## src/rtl/alt_ddrx_cmd_decoder.sv

```systemverilog
// Passive AFI command-bus decoder: per-slot field decode, bank open tracking, per-chip power state and protocol error flags.
// Optional saturating command counters are built when ALT_DDRX_CMD_DEC_CNT_EN is defined.
module alt_ddrx_cmd_decoder #(
  parameter int MEM_IF_CS_WIDTH   = 1,
  parameter int MEM_IF_ADDR_WIDTH = 13,
  parameter int MEM_IF_ROW_WIDTH  = 13,
  parameter int MEM_IF_COL_WIDTH  = 10,
  parameter int MEM_IF_BA_WIDTH   = 3,
  parameter     MEM_TYPE          = "DDR2",
  parameter int DWIDTH_RATIO      = 2
) (
  input  logic                                            ctl_clk,
  input  logic                                            ctl_reset,
  input  logic [MEM_IF_CS_WIDTH*(DWIDTH_RATIO/2)-1:0]     afi_cke,
  input  logic [MEM_IF_CS_WIDTH*(DWIDTH_RATIO/2)-1:0]     afi_cs_n,
  input  logic [(DWIDTH_RATIO/2)-1:0]                     afi_ras_n,
  input  logic [(DWIDTH_RATIO/2)-1:0]                     afi_cas_n,
  input  logic [(DWIDTH_RATIO/2)-1:0]                     afi_we_n,
  input  logic [MEM_IF_BA_WIDTH*(DWIDTH_RATIO/2)-1:0]     afi_ba,
  input  logic [MEM_IF_ADDR_WIDTH*(DWIDTH_RATIO/2)-1:0]   afi_addr,
  input  logic                                            err_clr,
  output logic                                            dec_valid,
  output logic [2:0]                                      dec_cmd,
  output logic [MEM_IF_CS_WIDTH-1:0]                      dec_chip,
  output logic [MEM_IF_BA_WIDTH-1:0]                      dec_bank,
  output logic [MEM_IF_ROW_WIDTH-1:0]                     dec_row,
  output logic [MEM_IF_COL_WIDTH-1:0]                     dec_col,
  output logic                                            dec_ap,
  output logic                                            dec_bc,
  output logic [MEM_IF_CS_WIDTH*(2**MEM_IF_BA_WIDTH)-1:0] bank_open,
  output logic [2*MEM_IF_CS_WIDTH-1:0]                    pwr_state,
  output logic [4:0]                                      err_pulse,
  output logic [4:0]                                      err_status,
  output logic [15:0]                                     cnt_act,
  output logic [15:0]                                     cnt_rd,
  output logic [15:0]                                     cnt_wr,
  output logic [15:0]                                     cnt_ref
);
  localparam int CS   = MEM_IF_CS_WIDTH;
  localparam int ADDR = MEM_IF_ADDR_WIDTH;
  localparam int ROW  = MEM_IF_ROW_WIDTH;
  localparam int COL  = MEM_IF_COL_WIDTH;
  localparam int BA   = MEM_IF_BA_WIDTH;
  localparam int P    = DWIDTH_RATIO / 2;
  localparam int NB   = 2 ** BA;
  localparam bit IS_DDR3 = (MEM_TYPE == "DDR3");
  localparam int AWX0 = (ADDR > COL + 2) ? ADDR : COL + 2;
  localparam int AWX  = (AWX0 > 13) ? AWX0 : 13;

  typedef enum logic [2:0] {
    CMD_LMR = 3'd0, CMD_REF = 3'd1, CMD_PRE = 3'd2, CMD_ACT = 3'd3,
    CMD_WR  = 3'd4, CMD_RD  = 3'd5, CMD_ZQ  = 3'd6, CMD_PREA = 3'd7
  } cmd_e;

  typedef enum logic [1:0] {
    PWR_NORMAL = 2'd0, PWR_PDN = 2'd1, PWR_SRF = 2'd2
  } pwr_e;

  logic            dec_valid_q, dec_valid_d;
  cmd_e            dec_cmd_q, dec_cmd_d;
  logic [CS-1:0]   dec_chip_q, dec_chip_d;
  logic [BA-1:0]   dec_bank_q, dec_bank_d;
  logic [ROW-1:0]  dec_row_q, dec_row_d;
  logic [COL-1:0]  dec_col_q, dec_col_d;
  logic            dec_ap_q, dec_ap_d, dec_bc_q, dec_bc_d;
  logic [CS*NB-1:0] bank_open_q, bank_open_d;
  pwr_e            pwr_q [CS];
  pwr_e            pwr_d [CS];
  logic [CS-1:0]   cke_prev_q, cke_prev_d;
  logic [4:0]      err_pulse_q, err_pulse_d, err_status_q, err_status_d;

  logic [P-1:0]    ph_nonnop, ph_cmd;
  logic [2:0]      sel_raw, last_enc;
  logic [CS-1:0]   sel_cs, go_chips;
  logic [BA-1:0]   sel_ba;
  logic [ADDR-1:0] sel_addr;
  logic [AWX-1:0]  addr_x;
  logic [COL-1:0]  col_x;
  cmd_e            sel_cmd;
  int unsigned     bidx;

  // Later phases overwrite earlier ones, so the decoded slot is the last phase carrying a command.
  always_comb begin
    ph_nonnop = '0;
    ph_cmd    = '0;
    sel_raw   = 3'b111;
    sel_cs    = '0;
    sel_ba    = '0;
    sel_addr  = '0;
    for (int unsigned p = 0; p < P; p++) begin
      ph_nonnop[p] = ({afi_ras_n[p], afi_cas_n[p], afi_we_n[p]} != 3'b111) &&
                     (IS_DDR3 || ({afi_ras_n[p], afi_cas_n[p], afi_we_n[p]} != 3'b110));
      ph_cmd[p] = ph_nonnop[p] && (|(afi_cke[p*CS +: CS] & ~afi_cs_n[p*CS +: CS]));
      if (ph_cmd[p]) begin
        sel_raw  = {afi_ras_n[p], afi_cas_n[p], afi_we_n[p]};
        sel_cs   = afi_cke[p*CS +: CS] & ~afi_cs_n[p*CS +: CS];
        sel_ba   = afi_ba[p*BA +: BA];
        sel_addr = afi_addr[p*ADDR +: ADDR];
      end
    end
    last_enc = {afi_ras_n[P-1], afi_cas_n[P-1], afi_we_n[P-1]};
  end

  assign addr_x = AWX'(sel_addr);

  always_comb begin
    sel_cmd = CMD_LMR;
    case (sel_raw)
      3'b001:  sel_cmd = CMD_REF;
      3'b010:  sel_cmd = addr_x[10] ? CMD_PREA : CMD_PRE;
      3'b011:  sel_cmd = CMD_ACT;
      3'b100:  sel_cmd = CMD_WR;
      3'b101:  sel_cmd = CMD_RD;
      3'b110:  sel_cmd = CMD_ZQ;
      default: sel_cmd = CMD_LMR;
    endcase
    col_x = '0;
    for (int unsigned i = 0; i < COL; i++) begin
      if (i < 10)        col_x[i] = addr_x[i];
      else if (!IS_DDR3) col_x[i] = addr_x[i+1];
      else if (i == 10)  col_x[i] = addr_x[11];
      else               col_x[i] = addr_x[i+2];
    end
  end

  always_comb begin
    dec_valid_d = 1'b0;
    dec_cmd_d   = dec_cmd_q;
    dec_chip_d  = dec_chip_q;
    dec_bank_d  = dec_bank_q;
    dec_row_d   = dec_row_q;
    dec_col_d   = dec_col_q;
    dec_ap_d    = dec_ap_q;
    dec_bc_d    = dec_bc_q;
    bank_open_d = bank_open_q;
    cke_prev_d  = cke_prev_q;
    err_pulse_d = '0;
    go_chips    = '0;
    bidx        = 0;
    for (int unsigned c = 0; c < CS; c++) begin
      pwr_d[c] = pwr_q[c];
      go_chips[c] = sel_cs[c] && (pwr_q[c] == PWR_NORMAL);
    end
    err_pulse_d[3] = ($countones(ph_cmd) > 1);
    for (int unsigned p = 0; p < P; p++) begin
      for (int unsigned c = 0; c < CS; c++) begin
        if (!afi_cs_n[p*CS+c] && ph_nonnop[p] && (pwr_q[c] != PWR_NORMAL)) err_pulse_d[4] = 1'b1;
      end
    end

    if (|go_chips) begin
      dec_valid_d = 1'b1;
      dec_cmd_d   = sel_cmd;
      dec_chip_d  = go_chips;
      dec_bank_d  = sel_ba;
      dec_row_d   = addr_x[ROW-1:0];
      dec_col_d   = col_x;
      dec_ap_d    = (sel_cmd == CMD_RD || sel_cmd == CMD_WR) && addr_x[10];
      dec_bc_d    = IS_DDR3 && (sel_cmd == CMD_RD || sel_cmd == CMD_WR) && !addr_x[12];
      for (int unsigned c = 0; c < CS; c++) begin
        if (go_chips[c]) begin
          bidx = c * NB + int'(sel_ba);
          case (sel_cmd)
            CMD_ACT: begin
              if (bank_open_q[bidx]) err_pulse_d[0] = 1'b1;
              bank_open_d[bidx] = 1'b1;
            end
            CMD_PRE:  bank_open_d[bidx] = 1'b0;
            CMD_PREA: bank_open_d[c*NB +: NB] = '0;
            CMD_RD, CMD_WR: begin
              if (!bank_open_q[bidx]) err_pulse_d[1] = 1'b1;
              if (addr_x[10]) bank_open_d[bidx] = 1'b0;
            end
            CMD_REF: if (|bank_open_q[c*NB +: NB]) err_pulse_d[2] = 1'b1;
            default: ;
          endcase
        end
      end
    end

    // Power state follows the last phase's CKE; SRE is a falling CKE carrying a REF to that chip.
    for (int unsigned c = 0; c < CS; c++) begin
      cke_prev_d[c] = afi_cke[(P-1)*CS+c];
      case (pwr_q[c])
        PWR_NORMAL: if (cke_prev_q[c] && !afi_cke[(P-1)*CS+c]) begin
          if (!afi_cs_n[(P-1)*CS+c] && last_enc == 3'b001) begin
            pwr_d[c] = PWR_SRF;
            if (|bank_open_q[c*NB +: NB]) err_pulse_d[2] = 1'b1;
          end else begin
            pwr_d[c] = PWR_PDN;
          end
        end
        default: if (afi_cke[(P-1)*CS+c]) pwr_d[c] = PWR_NORMAL;
      endcase
    end

    err_status_d = (err_clr ? 5'b0 : err_status_q) | err_pulse_d;
  end

  always_ff @(posedge ctl_clk or posedge ctl_reset) begin
    if (ctl_reset) begin
      dec_valid_q  <= 1'b0;
      dec_cmd_q    <= CMD_LMR;
      dec_chip_q   <= '0;
      dec_bank_q   <= '0;
      dec_row_q    <= '0;
      dec_col_q    <= '0;
      dec_ap_q     <= 1'b0;
      dec_bc_q     <= 1'b0;
      bank_open_q  <= '0;
      cke_prev_q   <= '1;
      err_pulse_q  <= '0;
      err_status_q <= '0;
      for (int unsigned c = 0; c < CS; c++) pwr_q[c] <= PWR_NORMAL;
    end else begin
      dec_valid_q  <= dec_valid_d;
      dec_cmd_q    <= dec_cmd_d;
      dec_chip_q   <= dec_chip_d;
      dec_bank_q   <= dec_bank_d;
      dec_row_q    <= dec_row_d;
      dec_col_q    <= dec_col_d;
      dec_ap_q     <= dec_ap_d;
      dec_bc_q     <= dec_bc_d;
      bank_open_q  <= bank_open_d;
      cke_prev_q   <= cke_prev_d;
      err_pulse_q  <= err_pulse_d;
      err_status_q <= err_status_d;
      for (int unsigned c = 0; c < CS; c++) pwr_q[c] <= pwr_d[c];
    end
  end

  assign dec_valid  = dec_valid_q;
  assign dec_cmd    = dec_cmd_q;
  assign dec_chip   = dec_chip_q;
  assign dec_bank   = dec_bank_q;
  assign dec_row    = dec_row_q;
  assign dec_col    = dec_col_q;
  assign dec_ap     = dec_ap_q;
  assign dec_bc     = dec_bc_q;
  assign bank_open  = bank_open_q;
  assign err_pulse  = err_pulse_q;
  assign err_status = err_status_q;

  always_comb begin
    pwr_state = '0;
    for (int unsigned c = 0; c < CS; c++) pwr_state[2*c +: 2] = pwr_q[c];
  end

`ifdef ALT_DDRX_CMD_DEC_CNT_EN
  logic [15:0] cnt_act_q, cnt_act_d, cnt_rd_q, cnt_rd_d, cnt_wr_q, cnt_wr_d, cnt_ref_q, cnt_ref_d;

  always_comb begin
    cnt_act_d = cnt_act_q;
    cnt_rd_d  = cnt_rd_q;
    cnt_wr_d  = cnt_wr_q;
    cnt_ref_d = cnt_ref_q;
    if (err_clr) begin
      cnt_act_d = '0;
      cnt_rd_d  = '0;
      cnt_wr_d  = '0;
      cnt_ref_d = '0;
    end else if (dec_valid_d) begin
      case (sel_cmd)
        CMD_ACT: if (cnt_act_q != '1) cnt_act_d = cnt_act_q + 16'd1;
        CMD_RD:  if (cnt_rd_q  != '1) cnt_rd_d  = cnt_rd_q  + 16'd1;
        CMD_WR:  if (cnt_wr_q  != '1) cnt_wr_d  = cnt_wr_q  + 16'd1;
        CMD_REF: if (cnt_ref_q != '1) cnt_ref_d = cnt_ref_q + 16'd1;
        default: ;
      endcase
    end
  end

  always_ff @(posedge ctl_clk or posedge ctl_reset) begin
    if (ctl_reset) begin
      cnt_act_q <= '0;
      cnt_rd_q  <= '0;
      cnt_wr_q  <= '0;
      cnt_ref_q <= '0;
    end else begin
      cnt_act_q <= cnt_act_d;
      cnt_rd_q  <= cnt_rd_d;
      cnt_wr_q  <= cnt_wr_d;
      cnt_ref_q <= cnt_ref_d;
    end
  end

  assign cnt_act = cnt_act_q;
  assign cnt_rd  = cnt_rd_q;
  assign cnt_wr  = cnt_wr_q;
  assign cnt_ref = cnt_ref_q;
`else
  assign cnt_act = '0;
  assign cnt_rd  = '0;
  assign cnt_wr  = '0;
  assign cnt_ref = '0;
`endif

endmodule

```

## config.mk

```make
export PLATFORM = sky130hd
export DESIGN_NAME = alt_ddrx_cmd_decoder
export DESIGN_NICKNAME = d
export VERILOG_FILES = /design/src/rtl/alt_ddrx_cmd_decoder.sv
export SDC_FILE = /design/constraint.sdc
export NUM_CORES = 1
export LEC_CHECK = 0
export ABC_AREA = 0
export BUFFER_PORTS_ARGS = -buffer_cell sky130_fd_sc_hd__buf_2
export CORE_MARGIN = 4
export CORE_UTILIZATION = 42
export CTS_CLUSTER_SIZE = 30
export DETAILED_ROUTE_END_ITERATION = 12
export PLACE_DENSITY = 0.78
export SLEW_MARGIN = 20
export SYNTH_ARGS = -nofsm -noshare
export SYNTH_HDL_FRONTEND = slang
export SYNTH_SLANG_ARGS = --single-unit
```

## constraint.sdc

```tcl
create_clock -name ctl_clk -period 3 [get_ports ctl_clk]
set_input_delay 0.15 -clock ctl_clk [delete_from_list [all_inputs] [get_ports ctl_clk]]
set_output_delay 0.15 -clock ctl_clk [all_outputs]
set_load 0.01 [all_outputs]
```

* Word level (Yosys, flattened, before mapping)
Index checks and enable logic that the tools add are counted.
** Word-level totals
- Flip-flop bits (word level) :: 52
- Output and inout bits :: 117
** Operators by class
- Order comparisons :: 2
- Equal/unequal tests :: 17
- Bitwise gates (word level) :: 6
- Muxes and demuxes :: 30
- Reductions and logical operators :: 20
** Operators by type and width (number)
- $pmux 8 s4 :: 1
- $eq 3x3->1 const B :: 6
- $pmux 3 s6 :: 1
- $mux 1 :: 15
- $mux 13 :: 1
- $eq 3x2->1 const B :: 4
- $mux 3 :: 4
- $eq 3x1->1 const B :: 3
- $logic_and 1x1->1 :: 9
- $and 8x8->8 :: 1
- $mux 2 :: 4
- $mux 8 :: 1
- $not 8->8 :: 1
- $or 8x8->8 :: 1
- $reduce_or 8->1 :: 1
- $ne 3x3->1 const B :: 2
- $mux 5 :: 1
- $or 5x5->5 :: 1
- $lt 3x4->1 const B :: 1
- $reduce_bool 2->1 :: 2
- $reduce_bool 4->1 :: 1
- $bmux 1 s3 :: 1
- $demux 1 s3 :: 1
- $ge 3x1->1 const B :: 1
- 10 further kinds :: 11

* Depth between registers and ports, before layout
- Depth after elaboration :: 15
- Depth in mapped cells :: 7
- Gate-level depth less buffers :: 6

* Worst setup path before layout
Ideal clock, no wire load.
- Path type :: register to register
- From :: register pwr_q, in the netlist pwr_state[1]
- To :: register dec_row_q[0] (netlist: dec_row[0])
- Library setup time :: 117 ps
- Cell stages (with the launch flop) :: 7
- Path slack :: 1549 ps
- Arrival :: 1334 ps
- Required time :: 2883 ps
- Path buffers :: 2
- Clock period less this slack :: 1451 ps
- Cells stage by stage :: dfrtp_1 nor3_2 nand2_1 clkbuf_1 clkbuf_1 nand2_1 nand2_1
** Between the ends
- Longest elaborated chain between the ends :: 2
** RTL lines
- from (decl) :: line 67 : pwr_e pwr_q [CS];
- $logic_not 2->1 :: line 142 : go_chips[c] = sel_cs[c] && (pwr_q[c] == PWR_NORMAL);
- $logic_and 1x1->1 :: line 142
- to (signal assigned) :: line 220 : dec_row_q <= dec_row_d;
- to (decl) :: line 63 : logic [ROW-1:0] dec_row_q, dec_row_d;
Every way passes these cells.
A chain may end at the register's enable or synchronous reset.

* Final worst setup path
- From :: input port afi_cke
- To :: register dec_row_q[10] (netlist: dec_row[10])
** Between the ends
- Longest elaborated chain between the ends :: 4
- Elaborated cells between the ends (all ways) :: 5
** RTL lines
- from (decl) :: line 14 : input logic [MEM_IF_CS_WIDTH*(DWIDTH_RATIO/2)-1:0] afi_cke,
- $and 1x1->1 * :: line 93, 96
- $logic_and 1x1->1 :: line 93 : ph_cmd[p] = ph_nonnop[p] && (|(afi_cke[p*CS +: CS] & ~afi_cs_n[p*CS +: CS]));
- $mux 1 :: line 94 : if (ph_cmd[p]) begin
- $logic_and 1x1->1 :: line 142
Every way passes the cells marked *; elsewhere a longest branch is shown, timed or not.

==> results.txt <==
----------------------------------------------------
[Final layout]
  Final net count ... 354
  Fraction of final layout cells with drive strength greater than 1 ... 26.89%
  Post-synthesis to final-layout area growth ... 8.329%
  Non-filler cells in the finished layout ... 403
  Inserted Diodes ... 0
  FILL cells ... 564

[Global route]
  Total global-route track usage ... 13.90%
  Number of antenna violations at the first check in global routing ... 0
  Met1 demand-to-capacity share in global routing ... 17.52%
  GRT Residual Overflow ... 0
  Met3 capacity usage during global routing ... 5.357%
  Number of global-route vias before repair ... 1652
  Met2 demand-to-capacity share in global routing ... 22.38%
  Wire length of the first global-routing pass ... 7.955 mm
  Pin count of the biggest net entering global routing ... 26
  Most congested layer reported by global routing ... met2

[STA]
  Fin Clk Skew ... 0.007876 ns
  Final cycle utilization of the critical path ... 66.54%
  Max-slew headroom ... 42.24%
  Final-layout setup total negative slack ... 0 ns
  Min Tclk post-route ... 1.996 ns
  Setup repair after global routing missed its margin ... false
  Final hold slack ... -0.07075 ns
  Final critical-path setup slack ... 1.004 ns
  FMAX ... 0.5009 GHz
  Hold Violations, Final ... 23
  Slew of the pin with the lowest slew margin ... 0.8610 ns
  Number of pins exceeding their max-slew limit in the final report ... 0
  # setup viols final ... 0

[Place]
  Final weighted congestion in routability-driven placement ... 0.8770
  Worst setup slack before clock tree synthesis ... 1.121 ns
  Half-perimeter wire length after detailed placement ... 3.984 mm
  IO Port Bufs ... 73
  Post-Place Cells ... 394

[Drt]
  Post-Route WL ... 5.010 mm
  Post-route ant nets ... 0
  Overall via count from detail_route ... 1807
  Routed wirelength normalized by instance count ... 12.43 um
  Drt first pass iters ... 4
  Vias per cell ... 4.484
  Drt first-iter violations ... 66
  Number of remaining DRC errors ... 0

[Floorplanning]
  Die width ... 83.41 um
  Number of standard-cell rows in the floorplan ... 27
  Starting utilization of the core area ... 43.38%
  Die ar. ... 6957 um2
  Core Footprint ... 5507 um2
  Die Span Y ... 83.41 um
  I/O pin count ... 141

[Outcome]
  Violated checks ... negative hold slack
  Result of the run ... finished with violations

[Power]
  Power density over the cells ... 523.0 nW/um2
  Share of power burned in registers ... 49.3%
  Largest vdd supply drop ... 0.2044 mV
  Clock power frac ... 25.0%
  Sw power ... 436.8 uW
  Share of total power consumed by net switching ... 32.28%
  Portion of total power attributed to combinational logic ... 25.7%
  Leakage Power ... 0.001477 uW
  Internal power consumption ... 916.5 uW

[Synthesis]
  Post-synthesis sequential area ratio ... 43.01%
  Syn Inst Count ... 265
  Mean instance size in the synthesized netlist ... 9.013 um2
  Synth Register Bits ... 41
  Post-synthesis instance area ... 2389 um2
  Post-synthesis cell type count ... 38
  Number of warnings issued by yosys ... 0

[Clocking]
  Worst skew pair latency ... 0.29 ns
  Total number of H-tree levels ... 2
  Total CTS buffers ... 5
  Clock-pin transition on the worst setup and hold timing paths ... 0.08 ns
  Cell chosen for the clock root ... clkbuf_8
  CTS tree ... yes
  Maximum root-to-sink buffer count ... 2
  TritonCTS Sinks ... 41
  Quantity of gates resized following cts ... 0

[Worst setup path]
  Critical register-to-register path startpoint ... pwr_state[1]$_DFFE_PP0P_
  Data arrival, critical path ... 2.17 ns
  Crit-path cells ... dlygate4sd3_1 > buf_2 > nand2b_1 > nor3_2 > nand2_1 > buf_4 > inv_1 > mux2_2
  Maximum net fanout on the critical path ... 20
  Crit path launch ... afi_cke
  Crit Path Category ... input port to flip-flop
  Cell family with most CP delay ... buffers and inverters
  Critical path capture point type ... flip-flop
  Worst path max stage delay ... 0.51 ns
  Worst Path Required ... 3.18 ns
  CP max-delay cell ... dlygate4sd3_1
  Nature of the critical path startpoint ... input port
  CP Buf/Inv Count ... 4

[Worst hold path]
  Class of the tightest hold or removal check ... input port to asynchronous set/reset pin

[Job]
  Count of maximum capacitance violations ... 0

----------------------------------------------------
-- layer usage --
layer | vias to the layer above | part of all wire [%] | routed length [um]
met1 | 848 | 42 | 2096
met5 | - | 0 | 0
met4 | 0 | 0.42 | 21
li1 | 858 | - | -
met2 | 99 | 47 | 2363
met3 | 2 | 11 | 529
-- state kept, by name (all words and copies together) (netlist names) --
name,cells
bank_open,8
cke_prev_q,1
dec_ap,1
dec_bank,3
dec_chip,1
dec_cmd,3
dec_row,13
dec_valid,1
err_pulse,4
err_status,4
pwr_state,2
-- synth_stat cells (all sizes together) --
library cell | count | area share, %
conb | 1 | 0.16
a221o | 1 | 0.42
or4 | 2 | 0.63
nor3 | 4 | 1.0
dfrtp | 40 | 42
dfstp | 1 | 1.1
and3 | 3 | 1.0
inv | 6 | 0.94
and4 | 1 | 0.37
o21bai | 1 | 0.31
nor2 | 14 | 2.2
mux2 | 4 | 1.9
nand2 | 50 | 7.9
a21o | 2 | 0.63
nand3 | 1 | 0.21
nand2b | 3 | 0.79
a31oi | 2 | 0.52
o21ai | 16 | 3.4
mux2i | 2 | 0.84
nor3b | 2 | 0.63
a21oi | 7 | 1.5
o2bb2ai | 3 | 1.1
o22ai | 1 | 0.26
nand3b | 1 | 0.31
nor2b | 3 | 0.79
buf | 81 | 25
and2 | 1 | 0.26
o311ai | 1 | 0.37
and2b | 1 | 0.42
clkbuf | 3 | 0.47
a22o | 3 | 1.1
a32o | 2 | 0.84
nor4b | 2 | 0.73
-- metrics by stage --
step / utilization, % / hold WS [ns] / total power [uW] / area, um2
final: 46.99 / -0.07075 / 1353 / 2587
after floorplan: - / 0.1545 / 975.5 / 2636
after global placement: 45.33 / 0.2970 / 1018 / 2496
after global routing: 46.99 / 0.01117 / 1441 / 2587
after CTS: 46.99 / 0.04162 / 1373 / 2587
after detailed placement: 45.33 / 0.2972 / 1028 / 2496
-- logic make-up (layout without fill, tap and decap cells) --
| kind of cell | count (synthesis) | after routing | synth area share (%) |
|---|---|---|---|
| buffers and inverters | 90 | 90 | 26.51 |
| DFF | 41 | 41 | 43.01 |
| muxes | 6 | 6 | 2.724 |
| and+or+nand+nor | 88 | 88 | 17.23 |
| AOI/OAI and AO/OA | 39 | 39 | 10.37 |
| other | 1 | 67 | 0.1570 |
-- power groups by stage --
| stage | Combinational [uW] | Sequential, uW | Clock (uW) |
|---|---|---|---|
| global route | 387 | 677 | 377 |
| CTS | 352 | 667 | 354 |
| floorplan | 268 | 708 | 0 |
| detailed placement | 350 | 679 | 0 |
| global placement | 343 | 675 | 0 |
| finish | 348 | 667 | 339 |
-- timing repair --
action | 4_1_cts | 5_1_grt
setup endpoints to repair | 0 | 0
hold buffers | 1 | 0
buffers inserted | 0 | 0
hold endpoints to repair | 1 | 0
-- area by class of cell --
class,instances,area (um2),area share (%)
Clock buffer,7,76.32,2.950
Inverter,6,22.52,0.8704
Clock inverter,1,5.005,0.1934
Timing Repair Buffer,76,390.4,15.09
Tap cell,72,90.09,3.482
Multi-Input combinational cell,200,975.9,37.72
Sequential cell,41,1027,39.70
-- final timing paths --
| check | end | slack, ns | cells past startpoint |
|---|---|---|---|
| worst max-delay path | dec_row[10]$_DFFE_PP0P_ | 1.00 | 8 |
| worst min-delay path | dec_ap$_DFFE_PP0P_ | -0.07 | 2 |
| worst max register to register | dec_row[10]$_DFFE_PP0P_ | 1.12 | 5 |
| worst min register to register | dec_cmd[0]$_DFFE_PP0P_ | 0.49 | 2 |
| max in group asynchronous | dec_row[9]$_DFFE_PP0P_ | 2.42 | 3 |
| min in group ctl_clk | dec_row[6]$_DFFE_PP0P_ | 0.05 | 3 |
-- worst register-to-register path: stages (launching register included) --
cell and delay [ns]:
dfrtp_1 0.43, nor3_2 0.32, nand2_1 0.08, buf_4 0.21, inv_1 0.34, mux2_2 0.38
-- cells in the final DEF (no fill, tap or decap), types with 3 or more instances in the layout --
master,n
o2bb2ai_1,3
o21ai_0,15
nor2b_1,3
clkbuf_8,5
nor2_1,14
buf_2,73
nand2b_1,3
mux2_2,4
conb_1,67
nor3_1,3
nand2_1,50
dfrtp_1,40
inv_1,5
a21oi_1,7
a22o_1,3
Power figures use the tool's default switching activity.
